**config.mk**
```make
export PLATFORM = sky130hd
export DESIGN_NAME = disco_regfile
export DESIGN_NICKNAME = d
export VERILOG_FILES = /design/src/rtl/disco_pkg.sv /design/src/rtl/disco_scoreboard.sv /design/src/rtl/disco_regfile.sv
export SDC_FILE = /design/constraint.sdc
export NUM_CORES = 1
export LEC_CHECK = 0
export ABC_AREA = 1
export CAP_MARGIN = 20
export CORE_MARGIN = 4
export CORE_UTILIZATION = 30
export CTS_CLUSTER_DIAMETER = 50
export DETAILED_ROUTE_END_ITERATION = 6
export SYNTH_ARGS = -nofsm -noshare
export SYNTH_HDL_FRONTEND = slang
export SYNTH_SLANG_ARGS = --single-unit
```
**constraint.sdc**
```tcl
create_clock -name clk -period 2.63 [get_ports clk]
set_input_delay 0.263 -clock clk [delete_from_list [all_inputs] [get_ports clk]]
set_output_delay 0.263 -clock clk [all_outputs]
set_load 0.03 [all_outputs]
```
**src/rtl/disco_pkg.sv**
```systemverilog
// Shared definitions for the disco core register file.
// Contents:
//   DISCO_NREGS / DISCO_XLEN : default architectural register count and width
//   R0..R15, SP, FP, LR, V0..V8 : named register indices
//   reg_is_zero()           : true when an address selects the hardwired R0
package disco_pkg;

    localparam int DISCO_NREGS = 16;
    localparam int DISCO_XLEN  = 32;

    localparam int unsigned R0  = 0;
    localparam int unsigned R1  = 1;
    localparam int unsigned R2  = 2;
    localparam int unsigned R3  = 3;
    localparam int unsigned R4  = 4;
    localparam int unsigned R5  = 5;
    localparam int unsigned R6  = 6;
    localparam int unsigned R7  = 7;
    localparam int unsigned R8  = 8;
    localparam int unsigned R9  = 9;
    localparam int unsigned R10 = 10;
    localparam int unsigned R11 = 11;
    localparam int unsigned R12 = 12;
    localparam int unsigned R13 = 13;
    localparam int unsigned R14 = 14;
    localparam int unsigned R15 = 15;

    localparam int unsigned FP  = R13;
    localparam int unsigned SP  = R14;
    localparam int unsigned LR  = R15;

    // Value/argument registers occupy R1..R9.
    localparam int unsigned V0  = R1;
    localparam int unsigned V1  = R2;
    localparam int unsigned V2  = R3;
    localparam int unsigned V3  = R4;
    localparam int unsigned V4  = R5;
    localparam int unsigned V5  = R6;
    localparam int unsigned V6  = R7;
    localparam int unsigned V7  = R8;
    localparam int unsigned V8  = R9;

    // Callers zero-extend their AW-bit address to 32 bits.
    function automatic logic reg_is_zero(input logic [31:0] addr);
        return addr == 32'd0;
    endfunction

endpackage

```
**src/rtl/disco_scoreboard.sv**
```systemverilog
// Pending-load scoreboard: one busy bit per architectural register.
// Ports:
//   clk, rst      : clock, synchronous active-high reset
//   set, set_addr : mark a register pending (load issued)
//   clr, clr_addr : clear a register's pending bit (load writeback)
//   flush         : drop every pending bit; a same-cycle set still applies
//   busy          : registered busy vector, bit 0 always 0
//   busy_any      : OR of the registered busy vector
module disco_scoreboard #(
    parameter int NREGS = 16,
    parameter int AW    = $clog2(NREGS)
) (
    input  logic             clk,
    input  logic             rst,
    input  logic             set,
    input  logic [AW-1:0]    set_addr,
    input  logic             clr,
    input  logic [AW-1:0]    clr_addr,
    input  logic             flush,
    output logic [NREGS-1:0] busy,
    output logic             busy_any
);

    logic [NREGS-1:0] busy_q;
    logic [NREGS-1:0] busy_d;

    // Set is OR-ed in last so a clear+set on the same register keeps it busy
    // (back-to-back loads to one destination), and a flush never cancels the
    // load that issues alongside it.
    always_comb begin
        busy_d = '0;
        for (int r = 1; r < NREGS; r++) begin
            busy_d[r] = (flush ? 1'b0 : (busy_q[r] & ~(clr && clr_addr == AW'(r))))
                      | (set && set_addr == AW'(r));
        end
    end

    always_ff @(posedge clk) begin
        if (rst) busy_q <= '0;
        else     busy_q <= busy_d;
    end

    assign busy     = busy_q;
    assign busy_any = |busy_q;

endmodule

```
**src/rtl/disco_regfile.sv**
```systemverilog
// disco core register file: NREGS x XLEN storage, NRD combinational read
// ports with write-to-read bypass, and a pending-load scoreboard.
// Ports:
//   clk, rst          : clock, synchronous active-high reset
//   rd_addr[i*AW+:AW] : read address of port i
//   rd_data[i*XLEN+:XLEN] : read data of port i (bypassed from writeback)
//   rd_busy[i]        : source of port i has a load outstanding
//   wr_en/addr/data   : writeback; writes to R0 are dropped
//   wr_clr            : this writeback completes a pending load
//   sb_set, sb_addr   : issue marks a destination pending
//   flush             : clear the scoreboard, keep register data
//   busy_any          : any register pending (registered, no bypass)
module disco_regfile
    import disco_pkg::*;
#(
    parameter int          NREGS    = DISCO_NREGS,
    parameter int          XLEN     = DISCO_XLEN,
    parameter int          NRD      = 2,
    parameter logic [31:0] SP_RESET = 32'h0000_FFFC,
    parameter logic [31:0] FP_RESET = 32'h0000_FFFC,
    localparam int         AW       = $clog2(NREGS)
) (
    input  logic                clk,
    input  logic                rst,
    input  logic [NRD*AW-1:0]   rd_addr,
    output logic [NRD*XLEN-1:0] rd_data,
    output logic [NRD-1:0]      rd_busy,
    input  logic                wr_en,
    input  logic [AW-1:0]       wr_addr,
    input  logic [XLEN-1:0]     wr_data,
    input  logic                wr_clr,
    input  logic                sb_set,
    input  logic [AW-1:0]       sb_addr,
    input  logic                flush,
    output logic                busy_any
);

    logic [XLEN-1:0]  regs [NREGS];
    logic [NREGS-1:0] busy;
    logic             wr_ok;
    logic             clr_en;

    function automatic logic [XLEN-1:0] rst_val(input int r);
        if (r == int'(SP)) return XLEN'(SP_RESET);
        if (r == int'(FP)) return XLEN'(FP_RESET);
        return '0;
    endfunction

    assign wr_ok  = wr_en && !reg_is_zero(32'(wr_addr));
    assign clr_en = wr_en && wr_clr;

    always_ff @(posedge clk) begin
        if (rst) begin
            for (int r = 0; r < NREGS; r++) regs[r] <= rst_val(r);
        end else if (wr_ok) begin
            regs[wr_addr] <= wr_data;
        end
    end

    disco_scoreboard #(.NREGS(NREGS), .AW(AW)) u_sb (
        .clk      (clk),
        .rst      (rst),
        .set      (sb_set),
        .set_addr (sb_addr),
        .clr      (clr_en),
        .clr_addr (wr_addr),
        .flush    (flush),
        .busy     (busy),
        .busy_any (busy_any)
    );

    for (genvar i = 0; i < NRD; i++) begin : g_rd
        logic [AW-1:0] a;
        logic          zero;
        logic          hit;
        assign a    = rd_addr[i*AW +: AW];
        assign zero = reg_is_zero(32'(a));
        assign hit  = wr_en && (wr_addr == a);
        assign rd_data[i*XLEN +: XLEN] = zero ? '0 : (hit ? wr_data : regs[a]);
        // Scoreboard bit 0 is constant 0, so R0 never reports busy. The
        // clear is bypassed so a consumer issues in the writeback cycle.
        assign rd_busy[i] = busy[a] & ~(clr_en && wr_addr == a);
    end

endmodule

```
==> results.json <==
{
  "rrSetupSlack_ns": 1.92,
  "layout_common_cells": "nand2_1, nor2_1, edfxtp_1, nand3_1, inv_1",
  "start_util": 0.303,
  "routed_wl_mm": 125,
  "syn_avg_cell_area_um2": 7.14,
  "timing.fmax_mhz": 401,
  "drive_gt1_frac": 0.0847,
  "grt_use_met1": 0.294,
  "cts_made_buffers": 57,
  "post_drt_via_cell_ratio": 5.16,
  "io_pins": 121,
  "drt_first_pass_iters": 6,
  "place.gp.congestion": 0.905,
  "clock_path_buffers": 3,
  "dp_slack_ns": 0.00164,
  "final_common_cell": "nand2_1",
  "synth-seq-cells": 527,
  "r2r_cells": 2,
  "grt_use_met3": 0.0379,
  "track_usage": 0.224,
  "htreeDepth": 2,
  "fin_crit_sh": 0.948,
  "drc": 0,
  "synth-edff-count": 512,
  "p_per_area_nw_per_um2": 592,
  "drtIter0Drc": 4043,
  "yosysWarnings": 0,
  "hp-class": "input pin to flip-flop",
  "cts_root_buf": "clkbuf_16",
  "grt_pass1_vias": 28300,
  "cap_violations": 0,
  "rr_startpoint": "u_sb.busy[12]",
  "core_area_um2": 102000,
  "max_slew.worst_pin.slew_ns": 0.897,
  "synthFlopType": "edfxtp_1",
  "status": "complete, no violations",
  "ant_nets": 0,
  "clock_latency_ns": 0.62,
  "synth_cells": 4343,
  "antenna_found_initial": 5,
  "synthDistinctLibCells": 24,
  "hold_end": "u_sb.busy[15]",
  "vias": 30100,
  "maxSlewViolCount": 0,
  "async_flop_share": 0,
  "area_growth_pct": 20.1,
  "placementRows": 117,
  "fillers": 10600,
  "grt_overflow": 0,
  "die_x_um": 330,
  "vdd_ir_drop_max_v": 0.000490,
  "path_max_fanout": 4,
  "clk_pin_slew_ns": 0.06,
  "min_from": "wr_addr[1]",
  "grt_busiest_layer": "met2",
  "nets": 4473,
  "relSlewSlack": 0.402,
  "setup_slack_ns": 0.137,
  "grt_setup_unrepaired": "false",
  "wl_per_cell_um": 21.4,
  "worst_ep_arrival_time_ns": 2.23,
  "holdPathStages": 6,
  "final_hold_viol_count": 0,
  "crit_type": "flip-flop to output pin",
  "clock_sinks": 527,
  "synth_seq_area_share": 0.506,
  "use_met2": 0.355,
  "post-route-min-period_ns": 2.49,
  "p_leak_uw": 0.0169,
  "portBuffers": 120,
  "crit_path_end_kind": "output pin",
  "grt_max_degree": 103,
  "cts_tree": "yes",
  "grt_pass1_wl_mm": 184,
  "dpl.cell_count": 5728,
  "dieArea_um2": 109000,
  "final_cells": 5834,
  "die_y_um": 330,
  "cp.required_ns": 2.37,
  "setup_violations": 0,
  "worstReg2RegEnd": "u_sb.busy[12]",
  "netlist_area_um2": 31000,
  "startpoint_type": "flip-flop",
  "setup_tns_ns": 0,
  "fin_worst_skew_ns": 0,
  "dp_hpwl_mm": 76.1
}
where the power goes:
group	switching [uW]	leakage (uW)	internal [uW]
sequential	224	0.00503	9690
combinational	2820	0.0110	1440
clock	3470	0.000859	4390
total	6510	0.0169	15500
stage by stage:
stage           util  instance area (um^2)  hold WS [ns]  power (uW)
2_1_floorplan      -                 31100         0.457       12300
3_5_place_dp   0.347                 35500         0.497       14300
3_3_place_gp   0.347                 35500         0.497       14200
4_1_cts        0.364                 37200         0.367       22100
5_1_grt        0.364                 37200         0.417       22700
6_report       0.364                 37200         0.358       22000
cell type report:
cell class | instances | area [um^2] | share of cell area
multi-input cells | 3180 | 13000 | 0.350
well taps | 1368 | 1710 | 0.0460
repair buffers | 295 | 3710 | 0.0996
diodes | 3 | 7.51 | 0.000202
flip-flops and latches | 527 | 15700 | 0.421
clock inverters | 28 | 225 | 0.00605
clock buffers | 75 | 1540 | 0.0413
inverters | 358 | 1360 | 0.0364
critical path: stages, from the launching register on:
cell             delay, ns
dfxtp_1               0.34
nor4_1                0.32
nand4_1               0.28
clkdlybuf4s50_1       0.68
cells in the mapped netlist (all sizes together), types with 2 or more instances:
cell / n / area [um^2]
clkbuf: 187 / 702
buf: 122 / 541
edfxtp: 512 / 15400
nand3: 451 / 2260
nand2: 1594 / 5980
nand4: 35 / 219
o211ai: 3 / 22.5
dfxtp: 15 / 300
a21oi: 84 / 424
inv: 356 / 1340
nor2: 884 / 3330
nor4: 3 / 18.8
clkinv: 2 / 7.51
nor3: 4 / 20.0
xor2: 3 / 26.3
o21ai: 85 / 425
layer usage:
layer  up-vias  share of wire
li1      13800              -
met1     14100           0.40
met2      1799           0.45
met3       353           0.10
met4         2          0.060
met5         -       0.000056
registers in the layout, summed over array words and instances, names as in the netlist:
name and flops:
regs 512, u_sb.busy 15
repair_timing:
action,in CTS,in global routing
hold buffers,0,0
buffers inserted,0,0
endpoints found under the hold margin,0,0
setup endpoints to repair,1,4
gates resized for setup,1,1
how the worst max path moves through the flow:
stage	from	cells past startpoint	endpoint	slack [ns]
CTS	wr_addr[1]	11	rd_data[57]	0.09
finish	u_sb.busy[1]	3	busy_any	0.14
global route	wr_addr[0]	11	rd_data[25]	0.02
global placement	wr_addr[1]	12	rd_data[63]	0.04
floorplan	rst	8	regs[14][0]	0.21
detailed placement	wr_addr[1]	12	rd_data[63]	0.002
cells by family (layout without fill, tap and decap cells):
logic type,after synthesis,count (layout),synth area share
simple gates,2972,2972,0.382
buf+inv,667,756,0.0834
flops,527,527,0.506
compound gates,172,172,0.0281
xor+xnor,4,4,0.00113
other cells,1,35,0.000121
Power figures use the tool's default switching activity.
